<file path="config.mk">
export PLATFORM = sky130hd
export DESIGN_NAME = if_pc_fetch
export DESIGN_NICKNAME = d
export VERILOG_FILES = /design/src/rtl/if_pc_fetch.sv
export SDC_FILE = /design/constraint.sdc
export NUM_CORES = 1
export LEC_CHECK = 0
export BUFFER_PORTS_ARGS = -buffer_cell sky130_fd_sc_hd__buf_4
export CORE_UTILIZATION = 45
export DETAILED_ROUTE_END_ITERATION = 12
export PLACE_DENSITY = 0.79
export SETUP_SLACK_MARGIN = 0.1
export SLEW_MARGIN = 20
export SYNTH_ARGS = -nofsm -noshare
export SYNTH_HDL_FRONTEND = slang
export SYNTH_SLANG_ARGS = --single-unit
</file>
<file path="constraint.sdc">
create_clock -name clk -period 2.3 [get_ports clk]
set_input_delay 0.23 -clock clk [delete_from_list [all_inputs] [get_ports clk]]
set_output_delay 0.23 -clock clk [all_outputs]
set_load 0.005 [all_outputs]
</file>
<file path="src/rtl/if_pc_fetch.sv">
// ---------------------------------------------------------------------------
// if_pc_fetch
// Instruction-fetch front end. Owns the program counter, requests words from
// instruction memory over a req/ready handshake, and loads the IF/ID pipeline
// register with the fetched instruction and its PC+4. A taken branch (from the
// ID-stage target adder) or a decoded jump redirects fetch.
//
// Ports:
//   clk, rst_n        clock (rising edge), asynchronous active-low reset
//   stall             hazard unit request to freeze PC and IF/ID
//   branch_taken      redirect to pc_target (wins over jump)
//   pc_target         branch target address
//   jump, jump_addr   redirect to jump_addr
//   imem_req          fetch request valid
//   imem_addr         fetch address
//   imem_ready        memory returns imem_rdata this cycle
//   imem_rdata        instruction word from memory
//   pc                current fetch PC
//   if_id_valid       IF/ID holds a live instruction
//   if_id_instr       IF/ID instruction word
//   if_id_pc_next     PC+4 of the IF/ID instruction
// ---------------------------------------------------------------------------
module if_pc_fetch #(
   parameter int                 WIDTH_I  = 32,
   parameter logic [WIDTH_I-1:0] RESET_PC = '0
) (
   input  logic               clk,
   input  logic               rst_n,
   input  logic               stall,
   input  logic               branch_taken,
   input  logic [WIDTH_I-1:0] pc_target,
   input  logic               jump,
   input  logic [WIDTH_I-1:0] jump_addr,
   output logic               imem_req,
   output logic [WIDTH_I-1:0] imem_addr,
   input  logic               imem_ready,
   input  logic [WIDTH_I-1:0] imem_rdata,
   output logic [WIDTH_I-1:0] pc,
   output logic               if_id_valid,
   output logic [WIDTH_I-1:0] if_id_instr,
   output logic [WIDTH_I-1:0] if_id_pc_next
);

   typedef enum logic [1:0] {
      ST_BOOT,
      ST_FETCH,
      ST_DISCARD
   } state_t;

   state_t             state_q, state_d;
   logic [WIDTH_I-1:0] pc_q, pc_d;
   logic [WIDTH_I-1:0] held_addr_q, held_addr_d;
   logic               valid_q, valid_d;
   logic [WIDTH_I-1:0] instr_q, instr_d;
   logic [WIDTH_I-1:0] pc_next_q, pc_next_d;

   logic               redirect;
   logic [WIDTH_I-1:0] redirect_src;
   logic [WIDTH_I-1:0] redirect_addr;
   logic [WIDTH_I-1:0] pc_plus4;
   logic               transfer;

   // Branch belongs to the older instruction, so it wins over a jump.
   // Redirect targets are forced word aligned.
   assign redirect      = branch_taken | jump;
   assign redirect_src  = branch_taken ? pc_target : jump_addr;
   assign redirect_addr = redirect_src & ~WIDTH_I'(3);
   assign pc_plus4      = pc_q + WIDTH_I'(4);
   assign transfer      = imem_req & imem_ready;

   // Request decode. In DISCARD the abandoned request must stay on the bus
   // unchanged until memory accepts it, regardless of stall.
   always_comb begin
      imem_req  = 1'b0;
      imem_addr = pc_q;
      case (state_q)
         ST_FETCH:   imem_req = !stall;
         ST_DISCARD: begin
            imem_req  = 1'b1;
            imem_addr = held_addr_q;
         end
         default:    imem_req = 1'b0;
      endcase
   end

   // Next-state and register update. Priority in FETCH is
   // redirect > stall > transfer > bubble.
   always_comb begin
      state_d     = state_q;
      pc_d        = pc_q;
      held_addr_d = held_addr_q;
      valid_d     = valid_q;
      instr_d     = instr_q;
      pc_next_d   = pc_next_q;
      case (state_q)
         ST_BOOT: begin
            state_d = ST_FETCH;
            if (redirect) pc_d = redirect_addr;
         end
         ST_FETCH: begin
            if (redirect) begin
               pc_d    = redirect_addr;
               valid_d = 1'b0;
               // An outstanding request cannot be withdrawn; park its address
               // and sink the response before fetching the new target.
               if (imem_req && !imem_ready) begin
                  held_addr_d = pc_q;
                  state_d     = ST_DISCARD;
               end
            end else if (stall) begin
               state_d = ST_FETCH;
            end else if (transfer) begin
               instr_d   = imem_rdata;
               pc_next_d = pc_plus4;
               valid_d   = 1'b1;
               pc_d      = pc_plus4;
            end else begin
               valid_d = 1'b0;
            end
         end
         ST_DISCARD: begin
            valid_d = 1'b0;
            if (redirect) pc_d = redirect_addr;
            if (imem_ready) state_d = ST_FETCH;
         end
         default: state_d = ST_BOOT;
      endcase
   end

   // State and datapath registers.
   always_ff @(posedge clk or negedge rst_n) begin
      if (!rst_n) begin
         state_q     <= ST_BOOT;
         pc_q        <= RESET_PC;
         held_addr_q <= RESET_PC;
         valid_q     <= 1'b0;
         instr_q     <= '0;
         pc_next_q   <= '0;
      end else begin
         state_q     <= state_d;
         pc_q        <= pc_d;
         held_addr_q <= held_addr_d;
         valid_q     <= valid_d;
         instr_q     <= instr_d;
         pc_next_q   <= pc_next_d;
      end
   end

   assign pc            = pc_q;
   assign if_id_valid   = valid_q;
   assign if_id_instr   = instr_q;
   assign if_id_pc_next = pc_next_q;

endmodule

</file>
### After elaboration in Yosys (flattened, before gate mapping)

Index checks and enable logic that the tools add are counted.

| storage, ports and cells | value |
|---|---|
| output and inout bits | 130 |
| input bits | 102 |
| word-level logic and storage cells | 48 |
| register bits after elaboration | 131 |

| operators by class | value |
|---|---|
| eq/ne operators | 8 |
| bitwise logic cells | 4 |
| add/subtract/negate cells | 1 |
| reduce and logical (&&, ||, !) cells | 12 |
| multiplexer cells | 17 |

Operator list:

| kind | number |
|---|---|
| $mux 32 | 6 |
| $pmux 32 s2 | 1 |
| $add 32x3->32 const B | 1 |
| $ne 3x3->1 const B | 4 |
| $mux 2 | 4 |
| $reduce_and 4->1 | 2 |
| $pmux 2 s3 | 1 |
| $reduce_and 3->1 | 2 |
| $pmux 1 s2 | 2 |
| $reduce_bool 2->1 | 2 |
| $mux 1 | 3 |
| $eq 2x1->1 const B | 1 |
| $eq 2x2->1 const B | 1 |
| $logic_not 1->1 | 2 |
| $logic_not 2->1 | 1 |
| $ne 2x1->1 const B | 1 |
| $ne 2x2->1 const B | 1 |
| $not 1->1 | 2 |
| $reduce_and 2->1 | 1 |
| $reduce_or 2->1 | 1 |
| $and 1x1->1 | 1 |
| $logic_and 1x1->1 | 1 |
| $or 1x1->1 | 1 |

### Depth between registers and ports, before layout

| logic depth | value |
|---|---|
| depth in word-level cells | 7 |
| mapped depth | 9 |
| gate-level depth less buffers | 7 |

### Least setup slack after synthesis

OpenSTA, ideal clock, no wires.

| path | value |
|---|---|
| path type | reg-to-reg |
| start point | register state_q[0] |
| end point | register held_addr_q[27] |
| setup time | 0.128 ns |
| setup slack | 0.328 ns |
| buffers on the path | 2 |
| cell stages (with the launch flop) | 8 |
| period minus slack after synthesis | 1.972 ns |
| arrival time | 1.845 ns |
| data required time | 2.172 ns |
| cells stage by stage | dfrtp_1 > inv_1 > ha_1 > o21ai_1 > or3_1 > buf_2 > buf_2 > mux2_1 |

| between the ends | value |
|---|---|
| word-level cells in the longest chain between the ends | 4 |
| elaborated cells between the ends (all ways) | 5 |
| those cells by class | 2 x eq/ne; 1 x mux; 2 x reduce/logical |

RTL lines:

| item | RTL line | text |
|---|---|---|
| start: declaration | 50 | `state_t state_q, state_d;` |
| start signal: assignment | 140 | `state_q <= state_d;` |
| $eq 2x2->1 / $eq 2x1->1 (equally long branches) | 76, 95 |  |
| $pmux 1 s2 | 76 | `case (state_q)` |
| $logic_and 1x1->1 | 106 | `if (imem_req && !imem_ready) begin` |
| $reduce_and 3->1 (no line) (*) | - |  |
| end signal: assignment | 142 | `held_addr_q <= held_addr_d;` |
| end: declaration | 52 | `logic [WIDTH_I-1:0] held_addr_q, held_addr_d;` |

Mark *: on every way between the ends. The rest lies on a longest branch, timed or not.
A chain may end at the register's enable or synchronous reset.

### Worst setup path after layout

| path | value |
|---|---|
| start point | register state_q[0] |
| end point | output port imem_addr[8] |

| between the ends | value |
|---|---|
| word-level cells in the longest chain between the ends | 2 |

RTL lines:

| item | RTL line | text |
|---|---|---|
| $eq 2x2->1 | 76 |  |
| $mux 32 | 76 |  |
| end: declaration | 35 | `output logic [WIDTH_I-1:0] imem_addr,` |

Every way passes these cells.

==> results.md <==
- Outcome: finished clean
- Number of buffers created by CTS: 17
- Fraction of final layout cells sized beyond drive strength 1: 0.388
- Post-synthesis cell count: 696
- Most common library cell in the layout ignoring fill and taps: buf_4
- Final hold slack: 0.00776 ns
- Data arrival time of the worst path: 1.91 ns
- EDFF count, synth: 0
- Warning count from the yosys run: 0
- Maximum resistive drop on vdd: approximately 660 uV
- Most used cells in the layout excluding fill and tap cells: buf_4 (248), nand2_1 (168), dfrtp_1 (124)
- CP Buf/Inv Count: 3
- Type of the worst min-delay path: input pin to flop
- Post-route DRC: 0
- Async set or reset register ratio after synthesis: 1.00
- Count of unique library cells instantiated by Yosys: 58
- Die area: 15400 um2
- Critical Setup Path Class: flop to output port
- Kind of end point of the critical path: output port
- Final nets: approximately 1000
- Routed Antenna Nets: 0
- Number of I/O port buffers: about 220
- Clock Latency Late Sink: roughly 0.42 ns
- Combinational share of power: 0.448
- Net Switching: 4.18 mW
- Sequential Power Share: 0.319
- Data required time of the worst path: 2.07 ns
- Main flop type after synthesis: dfrtp_1
- I/O pin cnt: 232
- Average instance area after synthesis: between 9 and 10 um2
- Placed cells: 1083
- Initial antenna violation count: 0
- Violation count after the first detailed-routing iteration: 391
- Least-Margin Pin Slew: 0.551 ns
- Period utilization: 0.929
- Portion of total power attributed to the clock network: 0.233
- Number of placement rows: 44
- Kind of launch point of the worst setup path: flop
- Vertical die dimension: ~120 um
- Library cell with the largest summed area after synthesis: dfrtp_1
- Cell-by-cell trace of the critical path: inv_1 -> ha_2 -> buf_12 -> mux2_2 -> buf_4
- Detailed-placement wirelength estimate: roughly 13 mm
- Largest cells by area after synthesis: dfrtp_1 (47%), mux2_2 (11%), nand2_1 (9.4%), o21ai_0 (3.1%), xor2_1 (2.2%)
- Fmax: between 400 and 500 MHz
- H-tree depth: 4
- Power density over the cells: 1270 nW/um2
- Tightest slew margin relative to the limit: 0.630
- Mean routed wirelength per cell: 16.9 um
- Number of pins with negative max-slew slack in the final report: 0
- Total GRT Usage: 0.255
- Setup Viol. Count Final: 0
- Instance area after placement: between 8000 and 9000 um2
- Count of TritonRoute iterations in the first routing pass: 6
- Die width: 124 um
- Diode count: 0
- Number of clock sinks: 125
- Routability cong.: 0.902
- WL final: 19.2 mm
- Maximum Capacitance Violations: 0
- Number of buffers added for setup after CTS: 0
- Switching part of the total power: 0.345
- Netlist area before placement: 6700 um2
- Share of the core filled with cells: 0.657
- Cell with the largest stage delay on the worst path: dfrtp_1
- Total leakage power: 4.58 nW
- Relative area change from synthesis to final layout: 42.7%
- Share of the synthesized area in the top cell type: 0.467
- Clock tree root driver cell: clkbuf_16
- RSZ-0062 raised after global routing: false
- Starting density of the core: 0.461
- Grt total ovfl: 0
- Critical-path maximum fanout: 37
- Via count of the first global-routing pass: ~5700
- Worst-case clock skew: 0.00559 ns
- Internal: 7.95 mW
- Filler-free cell count of the finished design: between 1000 and 1500
- Vias/cell: between 5 and 6
- Family of cells with the greatest summed delay on the critical path: buffers and inverters
- Core Footprint: 14500 um2
- Final-report hold violation count: 0
- Vias post-DR: 6100
- Clock tree from TritonCTS: built
- Shortest period the worst path allows: 2.14 ns
- Summed area of non-filler cells in the final layout: 9550 um2
- Final TNS setup: 0 ns
- Maximum clock insertion buffer count: 2
- First-pass GRT wire length: 29.3 mm
- Number of synthesized register bits: 125
- Maximum number of pins on one net before global-route repair: 92
- Largest stage delay, worst path: 0.40 ns
- Clk slew on worst S/H paths: 0.06 ns
- Sequential share of the synthesized area: 0.467
## sequential cells by signal, summed over array words and instances, names as in the netlist
signal         count
if_id_instr       32
held_addr_q       30
if_id_valid        1
if_id_pc_next     30
state_q            2
pc                30
## Yosys cell counts (all sizes together), types with 4 or more instances
cell / n
nor2: 23
dfrtp: 125
mux2i: 11
clkbuf: 18
and3: 6
ha: 5
xor2: 17
o22ai: 16
nor4: 4
a2bb2oi: 13
nor2b: 7
nand4: 8
a211oi: 6
nor3: 8
a31oi: 6
xnor2: 11
a21oi: 29
mux2: 69
nand3: 19
buf: 41
inv: 8
nand2: 169
o21ai: 47
o22a: 5
## kinds of logic after synthesis
logic type,synth area share
other,0.000560
adder cells (fa/ha/maj),0.00934
flip-flops,0.467
buffers and inverters,0.0518
XOR/XNOR,0.0366
multiplexers,0.132
AO/OA/AOI/OAI,0.126
AND/OR/NAND/NOR,0.176
## area by class of cell
cell class	instances	area (um2)
fillers	1189	4980
multi-input cells	509	3280
flip-flops and latches	125	3130
repair buffers	281	2270
clock buffers	24	482
well taps	184	230
clock inverters	7	135
inverters	8	30.0
## repair_timing
action | in CTS | in global routing
gates resized for setup | 0 | 4
hold endpoints to repair | 73 | 0
hold buffers | 24 | 0
setup endpoints to repair | 0 | 30
## worst register-to-register path, stage by stage, from the launching register on
cell,delay (ns)
dfrtp_2,0.43
inv_1,0.08
ha_1,0.19
nor2b_1,0.14
o21ai_1,0.09
or3_2,0.50
buf_8,0.20
mux2_1,0.33
## worst paths after layout
check                                     from               to  slack [ns]  cells past startpoint
worst max-delay path                state_q[0]     imem_addr[8]        0.16                      5
worst min-delay path            imem_rdata[30]  if_id_instr[30]       0.008                      3
worst max register to register      state_q[1]  held_addr_q[27]        0.22                      7
worst min register to register  if_id_instr[2]   if_id_instr[2]        0.47                      2
max in group asynchronous                rst_n  if_id_instr[25]        1.25                      3
min in group asynchronous                rst_n  held_addr_q[24]        0.33                      2
## stage by stage
stage / total power [mW] / setup WS (ns)
after floorplan: 6.52 / 0.328
after global placement: 9.07 / 0.209
after detailed placement: 9.25 / 0.162
after CTS: 12.2 / 0.141
after global routing: 12.9 / 0.100
final: 12.1 / 0.163
## power groups by stage
stage	Sequential, mW	Combinational, mW	Clock (mW)
finish	3.87	5.44	2.83
global route	4.00	5.93	2.95
CTS	3.86	5.44	2.85
detailed placement	3.89	5.36	0
global placement	3.83	5.24	0
floorplan	3.81	2.71	0
## per-layer routing
layer	global-route usage	up-vias	routed length, um
li1	-	2897	-
met1	0.320	2921	8110
met2	0.420	242	9320
met3	0.0595	40	1240
met4	0.109	0	551
met5	0	-	0
Note: power is estimated with default switching activity, not from simulation.
